$ cat src/rtl/clock_control.sv
// Clock control for a single-clock CPU trainer.
// Produces the debounce sample strobe, and the CPU clock-enable pulse in
// single-step, free-running (eight selectable rates) or halted operation.
//
// Operating state is visible on o_running / o_halted:
//   STEP    -> o_running=0, o_halted=0
//   RUN     -> o_running=1, o_halted=0
//   HALTED  -> o_running=0, o_halted=1
//
// Event priority inside one cycle: reset > halt > mode > step / run expiry.
// Rate buttons are independent of the state machine and act in every state.
module clock_control #(
    parameter int SAMPLE_DIV = 100000,
    parameter int BASE_DIV   = 40000,
    parameter int CNT_WIDTH  = 24
) (
    input  logic       i_clk,
    input  logic       i_reset_n,
    output logic       o_sample,
    input  logic       i_step,
    input  logic       i_mode,
    input  logic       i_faster,
    input  logic       i_slower,
    input  logic       i_halt,
    output logic       o_cpu_en,
    output logic       o_running,
    output logic       o_halted,
    output logic [2:0] o_rate
);

    typedef enum logic [1:0] {
        ST_STEP   = 2'd0,
        ST_RUN    = 2'd1,
        ST_HALTED = 2'd2
    } state_t;

    localparam logic [CNT_WIDTH-1:0] SAMPLE_LAST = CNT_WIDTH'(SAMPLE_DIV - 1);
    localparam logic [CNT_WIDTH-1:0] BASE_VAL    = CNT_WIDTH'(BASE_DIV);
    localparam logic [CNT_WIDTH-1:0] CNT_ONE     = CNT_WIDTH'(1);
    localparam logic [2:0]           RATE_RESET  = 3'd4;
    localparam logic [2:0]           RATE_MAX    = 3'd7;
    localparam logic [2:0]           RATE_MIN    = 3'd0;

    state_t               r_state;
    logic [CNT_WIDTH-1:0] r_sample_cnt;
    logic [CNT_WIDTH-1:0] r_run_cnt;
    logic                 r_sample;
    logic                 r_cpu_en;
    logic                 r_running;
    logic                 r_halted;
    logic [2:0]           r_rate;

    logic [CNT_WIDTH-1:0] w_period;
    logic [CNT_WIDTH-1:0] w_period_last;
    logic                 w_rate_up;
    logic                 w_rate_dn;
    logic                 w_rate_change;
    logic                 w_run_expire;

    // Run period doubles for every step below the fastest rate (7).
    assign w_period      = BASE_VAL << (RATE_MAX - r_rate);
    assign w_period_last = w_period - CNT_ONE;
    assign w_run_expire  = (r_run_cnt == w_period_last);

    // Simultaneous faster+slower cancel; saturated requests are no-ops so
    // they must not disturb the run counter either.
    assign w_rate_up     = i_faster & ~i_slower & (r_rate != RATE_MAX);
    assign w_rate_dn     = i_slower & ~i_faster & (r_rate != RATE_MIN);
    assign w_rate_change = w_rate_up | w_rate_dn;

    // Free-running sample divider; strobe follows the terminal count by one cycle.
    always_ff @(posedge i_clk) begin
        if (!i_reset_n) begin
            r_sample_cnt <= '0;
            r_sample     <= 1'b0;
        end else begin
            r_sample <= (r_sample_cnt == SAMPLE_LAST);
            if (r_sample_cnt == SAMPLE_LAST) begin
                r_sample_cnt <= '0;
            end else begin
                r_sample_cnt <= r_sample_cnt + CNT_ONE;
            end
        end
    end

    // State machine, run counter, rate register and all registered outputs.
    always_ff @(posedge i_clk) begin
        if (!i_reset_n) begin
            r_state   <= ST_STEP;
            r_run_cnt <= '0;
            r_rate    <= RATE_RESET;
            r_cpu_en  <= 1'b0;
            r_running <= 1'b0;
            r_halted  <= 1'b0;
        end else begin
            r_cpu_en <= 1'b0;

            if (w_rate_up) begin
                r_rate <= r_rate + 3'd1;
            end else if (w_rate_dn) begin
                r_rate <= r_rate - 3'd1;
            end

            if (i_halt) begin
                // Halt beats mode, step and a run expiry in the same cycle.
                r_state   <= ST_HALTED;
                r_run_cnt <= '0;
                r_running <= 1'b0;
                r_halted  <= 1'b1;
            end else begin
                case (r_state)
                    ST_STEP: begin
                        r_run_cnt <= '0;
                        r_halted  <= 1'b0;
                        if (i_mode) begin
                            // Mode wins over a coincident step: no pulse.
                            r_state   <= ST_RUN;
                            r_running <= 1'b1;
                        end else begin
                            r_running <= 1'b0;
                            r_cpu_en  <= i_step;
                        end
                    end
                    ST_RUN: begin
                        r_halted <= 1'b0;
                        if (i_mode) begin
                            // Leaving RUN drops any pulse due this cycle.
                            r_state   <= ST_STEP;
                            r_running <= 1'b0;
                            r_run_cnt <= '0;
                        end else begin
                            r_running <= 1'b1;
                            r_cpu_en  <= w_run_expire;
                            if (w_run_expire || w_rate_change) begin
                                r_run_cnt <= '0;
                            end else begin
                                r_run_cnt <= r_run_cnt + CNT_ONE;
                            end
                        end
                    end
                    ST_HALTED: begin
                        // Only reset leaves HALTED; step and mode are ignored.
                        r_run_cnt <= '0;
                        r_running <= 1'b0;
                        r_halted  <= 1'b1;
                    end
                    default: begin
                        r_state   <= ST_STEP;
                        r_run_cnt <= '0;
                        r_running <= 1'b0;
                        r_halted  <= 1'b0;
                    end
                endcase
            end
        end
    end

    assign o_sample  = r_sample;
    assign o_cpu_en  = r_cpu_en;
    assign o_running = r_running;
    assign o_halted  = r_halted;
    assign o_rate    = r_rate;

endmodule

$ cat config.mk
export PLATFORM = sky130hd
export DESIGN_NAME = clock_control
export DESIGN_NICKNAME = d
export VERILOG_FILES = /design/src/rtl/clock_control.sv
export SDC_FILE = /design/constraint.sdc
export NUM_CORES = 1
export LEC_CHECK = 0
export BUFFER_PORTS_ARGS = -buffer_cell sky130_fd_sc_hd__buf_2
export CAP_MARGIN = 20
export CORE_ASPECT_RATIO = 0.8
export CORE_MARGIN = 3
export CORE_UTILIZATION = 40
export CTS_CLUSTER_DIAMETER = 100
export CTS_CLUSTER_SIZE = 24
export DETAILED_ROUTE_END_ITERATION = 16
export GPL_ROUTABILITY_DRIVEN = 0
export PLACE_DENSITY_LB_ADDON = 0.15
export SYNTH_ARGS = -nofsm -noshare
export SYNTH_HDL_FRONTEND = slang
export SYNTH_SLANG_ARGS = --single-unit
$ cat constraint.sdc
create_clock -name i_clk -period 3.8 [get_ports i_clk]
set_clock_uncertainty 0.05 [all_clocks]
set_input_delay 0 -clock i_clk [delete_from_list [all_inputs] [get_ports i_clk]]
set_output_delay 0 -clock i_clk [all_outputs]
set_load 0.005 [all_outputs]
After elaboration in Yosys (flattened, before gate mapping)
Cells that the tools add are included.
Storage, ports and cells
  word-level logic and storage cells: 59
  bits in registers: 57
Operators by class
  mux-type cells: 14
  equality and inequality tests: 10
  reductions and logical operators: 9
  bitwise gates (word level): 10
  shift-type cells: 1
  add/sub/neg operators: 6
Operators with widths (number)
  $add A24 B1 Y24 const B: 2
  $eq A24 B17 Y1 const B: 1
  $eq A24 B24 Y1: 1
  $shl A16 B3 Y24 const A: 1
  $sub A24 B1 Y24 const B: 1
  $ne A3 B3 Y1 const B: 3
  $mux W1: 6
  $mux W2: 3
  $mux W3: 2
  $ne A2 B2 Y1 const B: 3
  $pmux W2 S3: 1
  $reduce_and A3 Y1: 2
  $not A1 Y1: 5
  $reduce_or A5 Y1: 1
  $and A1 B1 Y1: 4
  $pmux W1 S2: 2
  $reduce_or A2 Y1: 2
  $add A3 B1 Y3 const B: 1
  $reduce_bool A3 Y1: 1
  $sub A3 B1 Y3 const B: 1
  $sub A3 B3 Y3 const A: 1
  $eq A2 B1 Y1 const B: 1
  $eq A2 B2 Y1 const B: 1
  $logic_not A2 Y1: 1
  3 further kinds: 3

Depth between registers and ports, before layout
Gate-level depths: netlist of run 1.
  word-level depth: 6
  gate-level depth with buffers: 12
  gate-level depth less buffers: 11

Worst setup path after synthesis of run 1
OpenSTA, ideal clock, no wires.
  path type: register to register
  from: register r_rate[0], in the netlist o_rate[0]
  to: register r_run_cnt[17]
  required time: 3.635 ns
  slack: 0.944 ns
  stages on the path, launching flop included: 13
  data arrival time: 2.691 ns
  path buffers: 2
  path through: dfxtp_1 ha_1 clkbuf_1 nand2_1 ha_1 xnor2_1 nor2_1 nand3_1 nor4_1 nand4_1 o41ai_4 buf_6 nor2_1
Between the ends
  word-level cells in the longest chain between the ends: 6
  elaborated cells between the ends (all ways): 11
  those cells by class: add/sub: 2; eq/ne: 2; shift: 1; bitwise: 3; reduce/logical: 3
RTL lines
  start, declared: line 51  | logic [2:0] r_rate;
  start signal, assigned: line 99  | r_rate <= r_rate + 3'd1;
  start signal, assigned: line 101  | r_rate <= r_rate - 3'd1;
  $sub A3 B3 Y3: line 61  | assign w_period = BASE_VAL << (RATE_MAX - r_rate);
  $shl A16 B3 Y24: line 61
  $sub A24 B1 Y24: line 62  | assign w_period_last = w_period - CNT_ONE;
  $eq A24 B24 Y1: line 63  | assign w_run_expire = (r_run_cnt == w_period_last);
  $logic_or A1 B1 Y1 (*): line 134  | if (w_run_expire || w_rate_change) begin
  $reduce_or A5 Y1 (no source line) (*)
  end signal, assigned: line 137  | r_run_cnt <= r_run_cnt + CNT_ONE;
  end, declared: line 46  | logic [CNT_WIDTH-1:0] r_run_cnt;
Mark *: on every way between the ends. The rest lies on a longest branch, timed or not.
A chain may end at the register's enable or synchronous reset.

Final worst setup path of run 1
  from: register r_rate[0], in the netlist o_rate[0]
  to: register r_run_cnt[21]
The elaborated chain is that of the path after synthesis.

==> results.txt, run 1 <==
* Status: finished clean
- CTS clock-pin slew for the worst setup and hold paths: 60 ps
- Path type of the worst min-delay path: primary input to register
* Remaining antenna violation count after routing: 0
* Non-filler cells in the finished layout: 495
- The synthesized netlist occupies a cell area of 0.00310 mm^2.
- Setup violations remaining at the end of the flow were counted as 0.
* Number of max-cap violations: 0
- Final max-slew violation count: 0
- From synthesis to final layout, the design area changed by 11.4%.
* EDFF count, synth: 0
* Horizontal extent of the die: 104 um
* Critical Path RT: 3960 ps
- For this design the ratio of total power to cell area is 411 mW/mm^2.
- At the placement stage, the worst setup path has a slack of 277 ps.
- Final hold slack: 29.9 ps
* Worst slew pin tran: 889 ps
- Number of fillers in the final layout: 751
- The floorplan step defined a die boundary enclosing 0.00884 mm^2.
- After detailed placement, the total cell area comes to 0.00323 mm^2.
- The clock net in this run drives a total of 57 sinks.
- Top-Level Pins: 14
- Number of search-and-repair iterations in the first detailed-routing pass: 4
- In the global route stage, overall resource usage came out at 15.6%.
- For this run, the top clock speed supported by timing is 0.295 GHz.
* TritonCTS buffer count: 9
- Of the available clock period, the critical path in the final layout requires 89.2%.
- Syn avg cell area: 8.39 um^2
- Clk_lat worst skew: 330 ps
- Clock root buffer: clkbuf_8
- For this run, the leading register cell type out of synthesis is dfxtp_1.
- Post-CTS timing repair inserted 0 buffers for setup.
* Highest cell delay on the worst timing path: 570 ps
- Hold Crit Start: i_slower
* Maximum fanout encountered on the critical timing path: 21
- In this run the standard cell core region covers 0.00746 mm^2.
- Critical Path Start: o_rate[0]
- For this run, the number of Yosys warnings is 0.
- In this run the core area contains 28 standard-cell rows.
* Buf+Inv Stages, Crit Path: 1
* Detail Placement HPWL: 4560 um
* Minimum setup slack in the final design: 410 ps
* Initial antenna violation count: 0
- The critical path is of the register to register type.
* Total number of vias: 2,414
* Synth Net Count: 387
* RSZ-0062 raised after global routing: false
* Initial Util: 41.5%
* Launching element type of the critical path: register
* Remaining DRCs: 0
- The H-tree generated during clock tree synthesis spans 3 levels.
* Antenna fix cells: 0
- Setup total negative slack on the finished layout was measured at 0 ps.
- Subtracting the final worst setup slack from the clock period gives 3390 ps.
- Remaining max-slew budget at the tightest pin: 40.7%
- The clock passes through at most 2 buffers.
* Capturing element type of the critical path: register
- Placed cell count: 476
* DIE HEIGHT: 84.7 um
* Crit path DAT: 3550 ps
- Cell area after layout: 0.00345 mm^2
- Synthesis produced a netlist whose cell count is 369.
* Sequential area share after synthesis: 36.9%
* Largest delay share family, worst path: simple AND/OR/NAND/NOR gates
* Netlist cell types: 45
* Vias in the first global route: 2,360
* Asr flop ratio synth: 0%
- The first global-routing pass estimated 11,200 um of wire.
* Final hold violations: 0
* R2R Path Start: o_rate[0]
- At the end of the flow, the number of nets in the layout was 404.
- Detail-routed net length per standard cell: 12.6 um
- On the critical path, the stage with the largest delay is an instance of dfxtp_1.
* Maximum number of pins on one net before global-route repair: 25
* Leakage power: 0.00122 uW
- After detailed routing, the number of vias per cell comes to 4.88.
- Layout cell share with drive strength beyond 1: 8.97%
- Input and output buffers added on the ports amount to 13.
* Worst voltage drop across the vdd grid: 0.205 mV
- Sum of routed wire length over all layers: 6250 um
* Remaining global-route overflow: 0
- TritonCTS built the clock tree.
* CP Cell Sequence: ha_1 -> nand2_1 -> ha_1 -> xnor2_1 -> nor2_1 -> nand3_1 -> nor4_1 -> nand4_1 -> o41ai_4 -> buf_4 -> nor2_1
- The detailed router finished its first iteration with 71 violations.
- After synthesis the netlist holds a flip-flop and latch count of 57.
## what timing repair did
item,CTS,global route
hold buffers,4,0
endpoints found under the setup margin,0,21
hold endpoints to repair,9,0
gates resized for setup,0,1
## cells by family after synthesis
family / after synthesis / synth area share, %
buffers and inverters: 28 / 4.33
XOR/XNOR: 59 / 16.7
AND/OR/NAND/NOR: 171 / 27.1
flip-flops: 57 / 36.9
AO/OA/AOI/OAI: 40 / 9.38
adder cells (fa/ha/maj): 11 / 4.69
multiplexers: 3 / 0.970
## cells in the final DEF (no fill, tap or decap), types with 2 or more instances in the layout
master	count
o21ai_0	10
dfxtp_1	56
and4_1	2
buf_4	2
xnor2_1	34
nand4_1	6
ha_1	10
clkbuf_8	9
clkinv_2	3
a211o_1	2
nand2_1	28
inv_1	14
a31oi_1	3
or3_1	7
o311ai_0	2
nor4_1	5
o21a_1	3
a21oi_1	11
and2_1	2
nor2_1	63
xor2_1	25
buf_2	13
nor2b_1	9
dlygate4sd3_1	4
nand2b_1	4
and3_1	10
nor3_1	10
clkbuf_1	2
nand3_1	19
mux2i_1	3
## layout make-up
cell class,instances,area (um^2),area share [%]
Multi-Input combinational cell,284,1820,52.8
Sequential cell,57,1140,33.1
Clock buffer,11,131,3.81
Tap cell,105,131,3.81
Timing Repair Buffer,19,120,3.48
Inverter,15,56.3,1.63
Clock inverter,4,45.0,1.31
## state kept, by name (all words and copies together) (netlist names)
| register | count |
|---|---|
| r_run_cnt | 24 |
| o_rate | 3 |
| o_running | 1 |
| o_sample | 1 |
| o_cpu_en | 1 |
| r_sample_cnt | 24 |
| o_halted | 1 |
| r_state | 2 |
## Yosys cell counts, types with 2 or more instances
library cell | instances | area share, %
nand4_1 | 6 | 1.2
xor2_1 | 25 | 7.1
mux2i_1 | 3 | 0.97
a31oi_1 | 3 | 0.61
and3_1 | 10 | 2.0
o21a_1 | 3 | 0.73
inv_1 | 14 | 1.7
ha_1 | 10 | 4.0
a211o_1 | 2 | 0.57
o21ai_0 | 10 | 1.6
and4_1 | 2 | 0.57
a21oi_1 | 11 | 1.8
buf_6 | 3 | 1.1
nor2b_1 | 9 | 1.8
and2_1 | 2 | 0.40
or3_1 | 7 | 1.4
xnor2_1 | 34 | 9.6
nand2b_1 | 4 | 0.81
nand2_1 | 28 | 3.4
clkbuf_1 | 7 | 0.85
nor2_1 | 63 | 7.6
o311ai_0 | 2 | 0.57
nand3_1 | 19 | 3.1
dfxtp_1 | 57 | 37
nor3_1 | 10 | 1.6
buf_2 | 2 | 0.32
nor4_1 | 5 | 1.0
## per-stage QoR
step           power, uW  utilization (%)
4_1_cts             1440             46.2
3_5_place_dp         903             43.3
6_report            1420             46.2
5_1_grt             1500             46.2
2_1_floorplan        854                -
3_3_place_gp         904             43.3
## routing by layer
| layer | wire length [um] | GRT usage, % | vias to the layer above |
|---|---|---|---|
| li1 | - | - | 1273 |
| met1 | 3270 | 21.6 | 1104 |
| met2 | 2630 | 22.7 | 28 |
| met3 | 239 | 5.00 | 9 |
| met4 | 108 | 5.43 | 0 |
| met5 | 0 | 0 | - |
## report_power, final
group          switching, uW  internal [uW]
sequential              20.0            609
clock                    225            296
combinational            149            119
total                    394           1020
## worst register-to-register path, stage by stage (launching register included)
cell and delay (ps):
dfxtp_1 570, ha_1 460, nand2_1 200, ha_1 350, xnor2_1 130, nor2_1 90, nand3_1 90, nor4_1 320
nand4_1 260, o41ai_4 370, buf_4 290, nor2_1 90
## worst paths after layout
kind	end	slack, ps	cells past startpoint
worst max-delay path	r_run_cnt[21]	410	11
worst min-delay path	o_rate[2]	30	4
worst max register to register	r_run_cnt[21]	410	11
worst min register to register	r_run_cnt[0]	410	1
(Power assumes the default switching activity.)
==> run 2, diff against run 1 <==
Settings changed: CORE_UTILIZATION 40 to 51, PLACE_DENSITY from default to 0.78, PLACE_DENSITY_LB_ADDON 0.15 to default.
==> run 2 against run 1 <==
Against the previous run: via count rose by 1.9%; wire length fell by 4.1%; flip-flop and latch count did not move; final area fell by 0.51%; combinational power fell by 1%; sequential power barely moved; global-route usage rose by 3.6 points; critical endpoint is now r_run_cnt[19].
==> results.txt, run 2 (synthesized netlist as in run 1, its figures left out) <==
- Total global-route track usage: 19.1% (+3.6 points)
* Site row count: 24 (-14%)
- The post-placement cell area came to 0.00320 mm^2 (-1.0%).
* Sum of routed wire length over all layers: 5990 um (-4.1%)
- Relative contribution of the clock network to total power: 38.2% (+1.5 points)
- The overall die height is 75.7 um (-11%).
- Maximum fanout encountered on the critical timing path: 21 (unchanged)
- Detail Placement HPWL: 4350 um (-4.6%)
- Average via count per standard cell: 5.26 (+7.8%)
- Launching element type of the critical path: register
- The combinational share of power was 18.3% (-0.6 points).
- Horizontal extent of the die: 93.1 um (-11%)
- Cell area after layout: 0.00343 mm^2 (-0.51%)
- The count of filler cells inserted in the layout was 514 (-32%).
* Top library cells by usage in the layout, fill and taps aside: nor2_1, dfxtp_1, xnor2_1
- The post-route core utilization is 60.7% (+15 points).
- Cell area power density: 422 mW/mm^2 (+2.5%)
- The final setup violation count was 0 (unchanged).
- In this run the worst hold path is classified as primary input to register.
- The total internal power came to 1040 uW (+1.8%).
- The final cell count without fillers came to 468 (-5.5%).
* Maximum number of pins on one net before global-route repair: 25 (unchanged)
* Remaining antenna violation count after routing: 0 (unchanged)
- The endpoint required time on the critical path came to 3960 ps (about the same).
- TritonCTS built the clock tree.
* Critical Path Start: o_rate[1]
- Maximum achievable frequency: 0.291 GHz (-1.4%)
* H-tree depth reported by CTS: 3 (unchanged)
- The quantity of gates resized following cts is 0 (unchanged).
- Switching Fraction: 27.9% (+0.15 points)
- The number of vias in the routed layout is 2,461 (+1.9%).
- Remaining max-slew budget at the tightest pin: 42.4% (+1.6 points)
* Capturing element type of the critical path: register
* Maximum buffer depth of the clock tree: 2 (unchanged)
- The share of post-route cells with drive strength above 1 came to 9.23% (+0.26 points).
- The number of placed I/O pins came to 14 (unchanged).
* Final max-slew violation count: 0 (unchanged)
* Status: finished clean
* Leakage power: 0.00123 uW (+0.40%)
- The switching power was 404 uW (+2.6%).
- The post-route minimum period came to 3440 ps (+47.3 ps).
- The library cell used most frequently in the layout, excluding fill and tap cells, is nor2_1.
- The number of design rule violations left after detail routing is 0 (unchanged).
- R2R Path Start: o_rate[1]
* Antenna fix cells: 0 (unchanged)
* Worst voltage drop across the vdd grid: 0.224 mV (+9.4%)
- Critical path class: register to register
* Nets: 404 (unchanged)
- The max capacitance violation total was 0 (unchanged).
- The final number of hold-violating endpoints is 0 (unchanged).
* Placed cell count: 449 (-5.7%)
* Final Cycle Share: 90.5% (+1.2 points)
- Crit path DAT: 3600 ps (+50 ps)
- Relative contribution of sequential cells to total power: 43.5% (-0.8 points)
- The tree is rooted in a clkbuf_8.
* Initial antenna violation count: 0 (unchanged)
- Area added between synthesis and finish: 10.8%
- Die footprint: 0.00705 mm^2 (-20%)
* Initial Util: 54.8% (+13 points)
- The worst slack on hold paths is 47.2 ps (+17.4 ps).
- TritonCTS buffer count: 9 (unchanged)
- RSZ-0062 raised after global routing: false
* Placeable core region: 0.00565 mm^2 (-24%)
- Number of clock sinks seen by CTS: 57 (unchanged)
* Wire length of the first global-routing pass: 10,500 um (-6.2%)
- Number of search-and-repair iterations in the first detailed-routing pass: 4 (unchanged)
- Clk_lat worst skew: 330 ps (about the same)
- The number of design-rule violations left by the first detailed-router iteration came to 109 (+54%).
- Worst slew pin tran: 865 ps (-24.5 ps)
* Final TNS setup: 0 ps (unchanged)
- The routed wire length per instance came to 12.8 um (+1.4%).
- The count of input and output buffers was 13 (unchanged).
* Hold Crit Start: i_slower
* Vias in the first global route: 2,277 (-3.5%)
- CTS clock-pin slew for the worst setup and hold paths: 60 ps (about the same)
* Remaining global-route overflow: 0 (unchanged)
==> run 2: worst paths after layout <==
check / endpoint / slack [ps] / depth (start not counted)
worst max-delay path: r_run_cnt[19] / 360 / 11
worst min-delay path: o_rate[2] / 50 / 4
worst max register to register: r_run_cnt[19] / 360 / 11
worst min register to register: r_run_cnt[0] / 410 / 1
==> run 2: layer usage <==
layer,share of wire [%],up-vias,track usage [%]
li1,-,1272,-
met1,47,1128,23.8
met5,0,-,0
met3,5.8,6,7.80
met2,47,55,31.4
met4,0.70,0,5.04
==> run 2: layout make-up <==
type	instances	area, um^2	area share (%)
Timing Repair Buffer	19	120	3.50
Multi-Input combinational cell	284	1820	53.1
Sequential cell	57	1140	33.3
Tap cell	78	97.6	2.85
Clock buffer	10	138	4.01
Inverter	15	56.3	1.64
Clock inverter	5	56.3	1.64
==> run 2: power groups by stage <==
stage	Sequential, uW	Combinational, uW	Clock (uW)
6_report	629	265	553
5_1_grt	632	291	599
4_1_cts	629	265	566
3_5_place_dp	642	260	0
3_3_place_gp	641	255	0
2_1_floorplan	634	220	0
==> run 2: timing repair <==
action | in CTS | in global routing
setup buffers | 0 | 0
hold buffers | 4 | 0
endpoints found under the hold margin | 9 | 0
==> run 2: per-stage QoR <==
step | setup WS [ps] | total power [uW]
6_report | 363 | 1450
3_3_place_gp | 405 | 896
3_5_place_dp | 385 | 902
2_1_floorplan | 944 | 854
5_1_grt | 99.3 | 1520
4_1_cts | 363 | 1460
==> run 2: worst max-delay path, stage by stage, from the launching register on <==
cell	delay, ps
dfxtp_1	670
ha_1	450
nand2_1	180
ha_1	360
xnor2_1	130
nor2_1	80
nand3_1	90
nor4_1	310
nand4_1	260
o41ai_4	360
buf_4	290
nor2_1	80
